--- config.mk ---
export PLATFORM = sky130hd
export DESIGN_NAME = tdm_demux
export DESIGN_NICKNAME = d
export VERILOG_FILES = /design/src/rtl/tdm_demux_pkg.sv /design/src/rtl/tdm_sync_detect.sv /design/src/rtl/tdm_demux.sv
export SDC_FILE = /design/constraint.sdc
export NUM_CORES = 1
export LEC_CHECK = 0
export CAP_MARGIN = 15
export CORE_ASPECT_RATIO = 0.75
export CORE_MARGIN = 5
export CORE_UTILIZATION = 35
export CTS_CLUSTER_SIZE = 40
export DETAILED_ROUTE_END_ITERATION = 12
export GPL_TIMING_DRIVEN = 0
export PLACE_DENSITY_LB_ADDON = 0.08
export SLEW_MARGIN = 0
export SYNTH_ARGS = -nofsm -noshare
export SYNTH_HDL_FRONTEND = slang
export SYNTH_HIERARCHICAL = 1
export SYNTH_SLANG_ARGS = --single-unit
--- constraint.sdc ---
create_clock -name clk -period 2.3 [get_ports clk]
set_clock_uncertainty 0.05 [all_clocks]
set_input_delay 0.23 -clock clk [delete_from_list [all_inputs] [get_ports clk]]
set_output_delay 0.23 -clock clk [all_outputs]
set_load 0.1 [all_outputs]
--- src/rtl/tdm_demux_pkg.sv ---
// Shared definitions for the TDM demultiplexer: FSM state encoding and default
// frame-sync constants.
package tdm_demux_pkg;

    typedef enum logic [1:0] {
        HUNT    = 2'd0,
        PAYLOAD = 2'd1,
        CHECK   = 2'd2
    } state_e;

    localparam int unsigned SYNC_LEN_DEF  = 8;
    localparam logic [7:0]  SYNC_WORD_DEF = 8'hA5;

endpackage : tdm_demux_pkg

--- src/rtl/tdm_sync_detect.sv ---
// Sync-word detector: SYNC_LEN-bit serial window plus comparator.
// Ports:
//   clk, rst_n  clock / async active-low reset
//   shift_i     shift bit_i into the window this cycle
//   clear_i     zero the window (takes priority over shift_i)
//   bit_i       serial input bit
//   match_c_o   combinational: window including bit_i equals SYNC_WORD
module tdm_sync_detect
    import tdm_demux_pkg::*;
#(
    parameter int unsigned           SYNC_LEN  = SYNC_LEN_DEF,
    parameter logic [SYNC_LEN-1:0]   SYNC_WORD = SYNC_LEN'(SYNC_WORD_DEF)
) (
    input  logic clk,
    input  logic rst_n,
    input  logic shift_i,
    input  logic clear_i,
    input  logic bit_i,
    output logic match_c_o
);

    logic [SYNC_LEN-1:0] window_q;
    logic [SYNC_LEN-1:0] window_d;
    logic [SYNC_LEN-1:0] win_next;

    // Window as it will look once bit_i is shifted in; match is judged on this.
    assign win_next  = {window_q[SYNC_LEN-2:0], bit_i};
    assign match_c_o = shift_i && (win_next == SYNC_WORD);

    always_comb begin
        window_d = window_q;
        if (clear_i) begin
            window_d = '0;
        end else if (shift_i) begin
            window_d = win_next;
        end
    end

    always_ff @(posedge clk or negedge rst_n) begin
        if (!rst_n) begin
            window_q <= '0;
        end else begin
            window_q <= window_d;
        end
    end

endmodule : tdm_sync_detect

--- src/rtl/tdm_demux.sv ---
// Serial TDM demultiplexer: hunts for the frame sync word, then distributes each
// frame's payload to N_CH parallel channel registers, with flywheel tolerance
// of up to MISS_MAX-1 consecutive sync errors.
// Ports:
//   clk, rst_n   clock / async active-low reset
//   din          serial data bit, MSB first, channel 0 first
//   din_valid    din is sampled only when 1
//   ch_data      latest payload, channel k at [k*CH_W +: CH_W]
//   frame_valid  one-cycle pulse when ch_data has just been updated
//   locked       frame alignment held
//   sync_err     one-cycle pulse per sync mismatch while locked
module tdm_demux
    import tdm_demux_pkg::*;
#(
    parameter int unsigned         N_CH      = 4,
    parameter int unsigned         CH_W      = 8,
    parameter int unsigned         SYNC_LEN  = SYNC_LEN_DEF,
    parameter logic [SYNC_LEN-1:0] SYNC_WORD = SYNC_LEN'(SYNC_WORD_DEF),
    parameter int unsigned         MISS_MAX  = 2
) (
    input  logic                 clk,
    input  logic                 rst_n,
    input  logic                 din,
    input  logic                 din_valid,
    output logic [N_CH*CH_W-1:0] ch_data,
    output logic                 frame_valid,
    output logic                 locked,
    output logic                 sync_err
);

    localparam int unsigned PAY_W  = N_CH * CH_W;
    localparam int unsigned CNT_W  = $clog2((PAY_W > SYNC_LEN) ? PAY_W : SYNC_LEN) + 1;
    localparam int unsigned MISS_W = $clog2(MISS_MAX + 1);

    state_e             state_q, state_d;
    logic [CNT_W-1:0]   bit_cnt_q, bit_cnt_d;
    logic [MISS_W-1:0]  miss_q, miss_d;
    logic [MISS_W-1:0]  miss_inc;
    logic [PAY_W-1:0]   payload_q, payload_d;
    logic [PAY_W-1:0]   pay_next;
    logic [PAY_W-1:0]   ch_next;
    logic [PAY_W-1:0]   ch_data_q, ch_data_d;
    logic               frame_valid_q, frame_valid_d;
    logic               locked_q, locked_d;
    logic               sync_err_q, sync_err_d;
    logic               win_shift, win_clear, sync_match;

    tdm_sync_detect #(
        .SYNC_LEN  (SYNC_LEN),
        .SYNC_WORD (SYNC_WORD)
    ) u_sync (
        .clk       (clk),
        .rst_n     (rst_n),
        .shift_i   (win_shift),
        .clear_i   (win_clear),
        .bit_i     (din),
        .match_c_o (sync_match)
    );

    assign pay_next = {payload_q[PAY_W-2:0], din};
    assign miss_inc = miss_q + MISS_W'(1);

    // Channel 0 arrives first, so it ends up in the top slice of the shift register.
    always_comb begin
        ch_next = '0;
        for (int k = 0; k < int'(N_CH); k++) begin
            ch_next[k*CH_W +: CH_W] = pay_next[(int'(N_CH) - 1 - k)*CH_W +: CH_W];
        end
    end

    // Next-state and output logic.
    always_comb begin
        state_d       = state_q;
        bit_cnt_d     = bit_cnt_q;
        miss_d        = miss_q;
        payload_d     = payload_q;
        ch_data_d     = ch_data_q;
        frame_valid_d = 1'b0;
        sync_err_d    = 1'b0;
        locked_d      = locked_q;
        win_shift     = 1'b0;
        win_clear     = 1'b0;

        unique case (state_q)
            HUNT: begin
                win_shift = din_valid;
                if (din_valid && sync_match) begin
                    state_d   = PAYLOAD;
                    bit_cnt_d = '0;
                end
            end
            PAYLOAD: begin
                if (din_valid) begin
                    payload_d = pay_next;
                    if (bit_cnt_q == CNT_W'(PAY_W - 1)) begin
                        ch_data_d     = ch_next;
                        frame_valid_d = 1'b1;
                        locked_d      = 1'b1;
                        state_d       = CHECK;
                        bit_cnt_d     = '0;
                    end else begin
                        bit_cnt_d = bit_cnt_q + CNT_W'(1);
                    end
                end
            end
            CHECK: begin
                win_shift = din_valid;
                if (din_valid) begin
                    if (bit_cnt_q == CNT_W'(SYNC_LEN - 1)) begin
                        bit_cnt_d = '0;
                        if (sync_match) begin
                            miss_d  = '0;
                            state_d = PAYLOAD;
                        end else begin
                            sync_err_d = 1'b1;
                            if (miss_inc == MISS_W'(MISS_MAX)) begin
                                locked_d  = 1'b0;
                                miss_d    = '0;
                                state_d   = HUNT;
                                win_clear = 1'b1;
                            end else begin
                                miss_d  = miss_inc;
                                state_d = PAYLOAD;
                            end
                        end
                    end else begin
                        bit_cnt_d = bit_cnt_q + CNT_W'(1);
                    end
                end
            end
            default: begin
                state_d   = HUNT;
                bit_cnt_d = '0;
                miss_d    = '0;
                locked_d  = 1'b0;
                win_clear = 1'b1;
            end
        endcase
    end

    always_ff @(posedge clk or negedge rst_n) begin
        if (!rst_n) begin
            state_q       <= HUNT;
            bit_cnt_q     <= '0;
            miss_q        <= '0;
            payload_q     <= '0;
            ch_data_q     <= '0;
            frame_valid_q <= 1'b0;
            locked_q      <= 1'b0;
            sync_err_q    <= 1'b0;
        end else begin
            state_q       <= state_d;
            bit_cnt_q     <= bit_cnt_d;
            miss_q        <= miss_d;
            payload_q     <= payload_d;
            ch_data_q     <= ch_data_d;
            frame_valid_q <= frame_valid_d;
            locked_q      <= locked_d;
            sync_err_q    <= sync_err_d;
        end
    end

    assign ch_data     = ch_data_q;
    assign frame_valid = frame_valid_q;
    assign locked      = locked_q;
    assign sync_err    = sync_err_q;

endmodule : tdm_demux

* Word level (Yosys, flattened, before mapping) *
Cells that the tools add are included.

word-level totals
  logic and storage cells = 79
  output and inout port bits = 35
  input port bits = 4
  register bits = 83

cells by class
  bitwise operators = 2
  add/sub/neg operators = 2
  eq/ne operators = 13
  reductions and logical operators = 12
  multiplexer cells = 41

operator list
  cell                                                              number
  6-bit two-way mux                                                 5
  1-bit two-way mux                                                 20
  2-bit two-way mux                                                 9
  6-bit one-hot mux with 3 select lines                             1
  7-bit two-way mux                                                 2
  2-bit != test (second input constant)                             7
  3-bit AND reduction                                               3
  8-bit == test (second input constant)                             1
  7-bit AND reduction                                               1
  6-bit by 1-bit adder with 6-bit output (second input constant)    1
  6-bit by 3-bit == test with 1-bit output (second input constant)  1
  6-bit by 5-bit == test with 1-bit output (second input constant)  1
  2-bit one-hot mux with 3 select lines                             1
  5-bit AND reduction                                               1
  2-bit == test (second input constant)                             2
  2-bit one-hot mux with 2 select lines                             1
  2-bit OR reduction                                                2
  1-bit one-hot mux with 3 select lines                             1
  2-bit by 1-bit adder with 2-bit output (second input constant)    1
  2-bit by 1-bit == test with 1-bit output (second input constant)  1
  1-bit logical AND                                                 2
  2-bit zero test                                                   1
  1-bit inverter                                                    2
  1-bit one-hot mux with 2 select lines                             1
  other kinds (2)                                                   2

* Logic depth before layout (Yosys ltp) *
Gate-level depths: netlist (run 1).

  word-level depth = 9
  depth in mapped cells = 8
  mapped depth without buffers = 6

* Modules after synthesis *
The synthesis (run 1) kept the hierarchy.

by module, submodules not included
  module           sequential area each (µm²)  cells an instance  area each (µm²)  times used
  tdm_demux        1,901.8                     221                3,154.3          1
  tdm_sync_detect  175.2                       25                 305.3            1

* Worst setup path before layout (run 1) *
Ideal clock, no wire load.

  kind = flip-flop to flip-flop
  start = reg state_q[0]
  end = reg state_q[0]
  cell stages (with the launch flop) = 9
  data required time = 2.125 ns
  clock period less this slack = 2.040 ns
  data arrival time = 1.865 ns
  setup time = 0.125 ns
  buffers on the path = 2
  setup slack = 0.260 ns
  path through = dfrtp_1 > inv_1 > ha_1 > clkbuf_1 > o21ba_2 > o21a_1 > buf_2 > nor3_1 > mux2_2

on the way
  longest elaborated chain between the ends = 8
  elaborated cells between the ends (all ways) = 17
  those cells by class = eq/ne (7); mux (5); reduce/logical (5)

RTL lines
  element                                           line                   source
  start: declaration                                tdm_demux.sv:35        state_e state_q, state_d;
  start signal: assignment                          tdm_demux.sv:152       state_q <= state_d;
  2-bit == test or 2-bit zero test (tied branches)  tdm_demux.sv:84        unique case (state_q)
  2-bit OR reduction (no source line)               n/a
  1-bit two-way mux                                 tdm_demux.sv:84
  1-bit logical AND                                 tdm_sync_detect.sv:28  assign match_c_o = shift_i && (win_next == SYNC_WORD);
  1-bit two-way mux                                 tdm_demux.sv:111       if (sync_match) begin
  2-bit two-way mux                                 tdm_demux.sv:109       if (bit_cnt_q == CNT_W'(SYNC_LEN - 1)) begin
  2-bit two-way mux                                 tdm_demux.sv:108       if (din_valid) begin
  2-bit one-hot mux with 3 select lines             tdm_demux.sv:84

Several ways; a longest one is shown, not always the timed one. The select of a mux whose other input is x is not followed.
A chain may end at the register's enable or synchronous reset.

* Worst setup path in the final report (run 1) *
  start = reg state_q[1]
  end = reg state_q[0]

Same word-level chain as after synthesis.

==> results of run 1 <==
[worst paths after layout]
check	depth (start not counted)	slack, ps	from	endpoint
worst max-delay path	8	100	state_q[1]	state_q[0]
worst min-delay path	2	330	rst_n	ch_data[7]
worst max register to register	8	100	state_q[1]	state_q[0]
worst min register to register	1	450	ch_data[6]	ch_data[6]
max in group asynchronous	3	1280	rst_n	u_sync/window_q[2]
min in group clk	3	370	din_valid	sync_err
[cells by family (layout without fill, tap and decap cells)]
kind of cell / count (synthesis) / count (layout) / share of synthesized area
DFF: 83 / 83 / 0.600
muxes: 72 / 72 / 0.231
and+or+nand+nor: 44 / 44 / 0.0731
AOI/OAI and AO/OA: 26 / 26 / 0.0546
buffers and inverters: 16 / 71 / 0.0224
adders and majority gates: 5 / 5 / 0.0181
[sequential cells by signal, indices dropped and copies added (netlist names)]
signal,count
frame_valid,1
ch_data,32
sync_err,1
miss_q,2
locked,1
payload_q,31
state_q,2
u_sync/window_q,7
bit_cnt_q,6
[cell usage in the layout, fill, tap and decap left out, types with 2 or more instances in the layout]
cell type        count
clkdlybuf4s50_1     36
mux2_2              64
clkbuf_16            9
buf_2                2
clkbuf_1             3
nand3_1              4
nor4_1               2
buf_1                3
inv_1                5
o2111ai_1            5
nor2_1              14
nor3_4               2
ha_1                 5
mux2i_1              8
o21ai_0              7
buf_4                7
a21oi_1              3
nand2_1             10
dfrtp_1             83
o21a_1               3
bufinv_16            2
[through the flow]
stage / power, mW / TNS (ps) / std cells / utilization / setup WS [ps]
after floorplan: 2.26 / 0 / 246 / - / 260
after global placement: 2.46 / -185610 / 416 / 0.415 / -2200
after detailed placement: 2.46 / -3440 / 417 / 0.417 / -378
after CTS: 4.01 / 0 / 433 / 0.453 / 24.6
after global routing: 4.18 / -10.4 / 433 / 0.455 / -5.00
final: 3.96 / 0 / 433 / 0.455 / 99.4
[power groups by stage]
stage | sequential (mW) | clock [mW] | combinational, mW
CTS | 1.77 | 1.56 | 0.686
global route | 1.80 | 1.62 | 0.762
global placement | 1.80 | 0 | 0.662
finish | 1.77 | 1.51 | 0.687
detailed placement | 1.79 | 0 | 0.671
floorplan | 1.75 | 0 | 0.512
[worst register-to-register path, stage by stage (launching register included)]
cell and delay (ps):
dfrtp_1 430, inv_1 90, ha_1 170, buf_2 180, o21ba_2 240, o21a_1 160, buf_2 180, nor3_2 230
mux2_2 350
[cell type report]
| class | count | area share |
|---|---|---|
| Buffer | 9 | 0.0117 |
| Clock buffer | 13 | 0.0570 |
| Clock inverter | 2 | 0.0137 |
| Inverter | 5 | 0.00427 |
| Multi-Input combinational cell | 147 | 0.304 |
| Sequential cell | 83 | 0.473 |
| Tap cell | 132 | 0.0376 |
| Timing Repair Buffer | 42 | 0.0986 |
[what timing repair did]
action / CTS / global route
gates resized for setup: 6 / 3
hold endpoints to repair: 29 / 0
endpoints found under the setup margin: 31 / 35
hold buffers: 1 / 0
setup buffers: 0 / 2
pin swaps: 1 / 2
[metal layers]
layer,vias up,global-route usage,routed length (um)
met5,-,0,0
met4,0,0.0429,80
met3,11,0.0427,292
met2,41,0.160,2740
met1,1040,0.161,3250
li1,989,-,-
==> results.py, run 1 <==
metrics = {
    "floorplanning": {
        "dieWidth_um": 125,
        "dieArea_sq_um": 12000,
        "rows": 31,
        "num_io_pins": 39,
        "die_y_um": 96.1,
        "start_util": 0.358,
        "core-area_sq_um": 9660,
    },
    "global_route": {
        "overflow": 0,
        "antenna_found_initial": 0,
        "grt_pass1_wl_um": 10700,
        "grt_max_degree": 55,
        "grt_pass1_vias": 2052,
        "track_usage": 0.114,
    },
    "route": {
        "first_pass_iters": 4,
        "wirelength_um": 6370,
        "via_per_inst": 4.81,
        "drt_iter0_drc": 63,
        "ant_nets": 0,
        "vias": 2081,
        "drcViolationCount": 0,
        "wire_per_inst_um": 14.7,
    },
    "sta": {
        "slew_viol_final": 0,
        "min_period_ps": 2200,
        "grt_setup_unrepaired": "yes",
        "hold_violations": 0,
        "min_period_over_period": 0.957,
        "setup_viol_count_final": 0,
        "slew-limit-headroom": 0.347,
        "max_freq_mhz": 454,
        "tightest_slew_ps": 976,
        "hold_ws_ps": 331,
    },
    "clock_tree": {
        "cts_max_level": 3,
        "numClockSinks": 83,
        "clock-root-buffer": "clkbuf_16",
        "cts_tree": "done",
        "cts_buffers": 9,
        "clockBufferDepth": 2,
        "path_clk_slew_ps": 60,
        "clk_latency_ps": 330,
    },
    "power_and_ir_drop": {
        "power_density_nw_per_um2": 903,
        "power_switching_share": 0.266,
        "p_seq_frac": 0.446,
        "clock_power_share": 0.381,
        "combPwrFrac": 0.173,
        "p_switching_mw": 1.05,
        "p_int_mw": 2.91,
        "p_leak_nw": 2.09,
        "max-vdd-ir-drop_mv": 0.400,
    },
    "worst_setup_path": {
        "path_delay_family": "buffers and inverters",
        "slowest_stage": "dfrtp_1",
        "worstSetupPathType": "flop to flop",
        "cp_max_fo": 10,
        "path_buf_inv": 3,
        "arrival_ps": 2360,
        "critPathCaptureType": "flop",
        "cpMostUsedCell": "buf_2",
        "critPathLaunchType": "flop",
        "worstPathCellList": "inv_1 > ha_1 > buf_2 > o21ba_2 > o21a_1 > buf_2 > nor3_2 > mux2_2",
        "required_ps": 2460,
        "slowest_delay_ps": 430,
    },
    "synthesis": {
        "yosysMostFrequentCell": "dfrtp_1",
        "synth-edff-count": 0,
        "avgSynthCellArea_sq_um": 14.1,
        "ys_warn_count": 6,
        "synthCells": 246,
        "synth_area_leaders": "dfrtp_1 (60%), mux2_2 (21%), mux2i_1 (2.3%), ha_1 (1.8%), nor2_1 (1.5%)",
        "synth_common_cells": "dfrtp_1 (83), mux2_2 (64), nor2_1 (14)",
        "synth_largest_area_cell": "dfrtp_1",
        "syn-num-nets": 255,
        "syn_area_sq_um": 3460,
        "ys_async_sr_fraction": 1.00,
        "synth_cell_types": 36,
        "synth.top_cell.area_share": 0.600,
        "ys_ff_latch": 83,
        "synth-seq-area-share": 0.600,
        "yosys_most_used_dff": "dfrtp_1",
    },
    "layout": {
        "fill_cells": 855,
        "syn_to_final_growth_pct": 26.9,
        "multi_input_area_sq_um": 1340,
        "seq_area_sq_um": 2080,
        "final_area_sq_um": 4390,
        "fin_nets": 306,
        "antenna_cells": 0,
        "drive_gt1_frac": 0.319,
    },
    "place": {
        "placed_cell_area_sq_um": 4030,
        "io_buffers": 38,
        "gp_congestion": 0.722,
        "dp_hpwl_um": 4260,
    },
    "hold_path": {
        "hp-class": "input pin to async pin",
    },
    "outcome": {
        "outcome": "complete, no violations",
    },
    "job": {
        "drv_cap": 0,
    },
}
Power figures use the tool's default switching activity.
==> run 2: changes to the inputs <==
CORE_MARGIN = 2   (was 5)
==> run 2 against run 1 <==
Compared with the run above: final cell count grew 0.92%; die area is 11% lower; sequential share of layout area hardly changed; via count up 0.86%; highest routed layer unchanged.
==> results.py, run 2 (synthesis results as in run 1) <==
metrics = {
    "power_and_ir_drop": {
        "p_switching_mw": 1.07,
        "max-vdd-ir-drop_mv": 0.498,
        "clock_power_share": 0.367,
        "p_int_mw": 2.80,
        "p_seq_frac": 0.456,
        "power_density_nw_per_um2": 882,
        "p_leak_nw": 2.08,
        "power_switching_share": 0.277,
        "combPwrFrac": 0.177,
    },
    "job": {
        "drv_cap": 0,
    },
    "floorplanning": {
        "dieWidth_um": 119,
        "rows": 31,
        "dieArea_sq_um": 10700,
        "die_y_um": 90.1,
        "start_util": 0.360,
        "num_io_pins": 39,
        "core-area_sq_um": 9620,
    },
    "global_route": {
        "antenna_found_initial": 0,
        "grt_pass1_wl_um": 10800,
        "grt_max_degree": 49,
        "track_usage": 0.129,
        "grt_pass1_vias": 2087,
        "overflow": 0,
    },
    "place": {
        "placed_cell_area_sq_um": 4030,
        "dp_hpwl_um": 4200,
        "placedCellCount": 417,
        "io_buffers": 38,
        "gp_congestion": 0.739,
    },
    "outcome": {
        "outcome": "complete, no violations",
    },
    "layout": {
        "fin_cells": 437,
        "final_area_sq_um": 4390,
        "syn_to_final_growth_pct": 26.9,
        "most-common-layout-cells": "dfrtp_1 (83), mux2_2 (64), clkdlybuf4s50_1 (36)",
        "final_common_cell": "dfrtp_1",
        "antenna_cells": 0,
        "fin_util": 0.456,
        "drive_gt1_frac": 0.331,
        "largest_reg_flops": 32,
        "fin_nets": 309,
    },
    "worst_setup_path": {
        "required_ps": 2460,
        "arrival_ps": 2320,
        "worstSetupPathType": "flop to flop",
        "critPathLaunchType": "flop",
        "r2r_setup_slack_ps": 140,
        "cp_max_fo": 9,
        "critPathCaptureType": "flop",
    },
    "sta": {
        "hold_violations": 0,
        "slew_viol_final": 0,
        "hold_ws_ps": 373,
        "setup_viol_count_final": 0,
        "min_period_over_period": 0.938,
        "max_freq_mhz": 463,
        "slew-limit-headroom": 0.333,
        "fin_setup_tns_ps": 0,
        "tightest_slew_ps": 997,
        "min_period_ps": 2160,
    },
    "route": {
        "drt_iter0_drc": 110,
        "vias": 2099,
        "ant_nets": 0,
        "first_pass_iters": 4,
        "wirelength_um": 6290,
        "wire_per_inst_um": 14.4,
        "drcViolationCount": 0,
        "via_per_inst": 4.80,
    },
    "clock_tree": {
        "numClockSinks": 83,
        "cts_tree": "done",
        "clockBufferDepth": 2,
        "path_clk_slew_ps": 60,
        "cts_max_level": 3,
        "clock-root-buffer": "clkbuf_16",
        "cts_buffers": 9,
        "clk_latency_ps": 330,
    },
    "hold_path": {
        "hp-class": "input pin to async pin",
    },
}
run 2: path summary, 6_finish.rpt:
kind                       startpoint  cells after the start          end
max                        state_q[0]                      8   state_q[0]
min                             rst_n                      2   state_q[1]
max reg2reg                state_q[0]                      8   state_q[0]
min reg2reg                ch_data[3]                      1   ch_data[3]
max in group asynchronous       rst_n                      3  ch_data[20]
min in group clk            din_valid                      3     sync_err
run 2: timing repair:
action / in CTS / in global routing
resized for setup: 4 / 5
endpoints found under the setup margin: 31 / 37
endpoints found under the hold margin: 35 / 0
setup buffers: 1 / 3
pin swaps: 1 / 2
hold buffers: 1 / 0
run 2: layer usage:
metal	GRT usage	vias to the layer above	wire length [um]
met3	0.0470	7	300
li1	-	998	-
met2	0.177	41	2610
met1	0.187	1053	3310
met5	0	-	0
met4	0.0427	0	64
run 2: power by group through the flow:
stage | registers, mW | logic [mW] | clock network, mW
4_1_cts | 1.77 | 0.690 | 1.47
5_1_grt | 1.80 | 0.772 | 1.55
6_report | 1.77 | 0.685 | 1.42
3_3_place_gp | 1.79 | 0.663 | 0
3_5_place_dp | 1.79 | 0.679 | 0
2_1_floorplan | 1.75 | 0.512 | 0
run 2: area by class of cell:
type | count | area (sq um)
multi-input combinational | 147 | 1330
clock buffer | 12 | 246
buffer | 10 | 55.1
clock inverter | 4 | 50.0
tap | 132 | 165
inverter | 5 | 18.8
timing repair buffer | 44 | 448
fill | 914 | 5230
sequential | 83 | 2080
run 2: metrics by stage:
| stage | power (mW) | worst slack, ps |
|---|---|---|
| 5_1_grt | 4.12 | -7.43 |
| 4_1_cts | 3.93 | 18.8 |
| 3_5_place_dp | 2.47 | -360 |
| 2_1_floorplan | 2.26 | 260 |
| 6_report | 3.87 | 142 |
| 3_3_place_gp | 2.46 | -2270 |
run 2: critical path, stage by stage (launching register included):
cell     delay (ps)
dfrtp_1         430
nor2b_1         150
buf_4           200
and4_4          290
nand2_1          80
o21a_1          100
buf_2           180
nor3_2          210
mux2_2          350
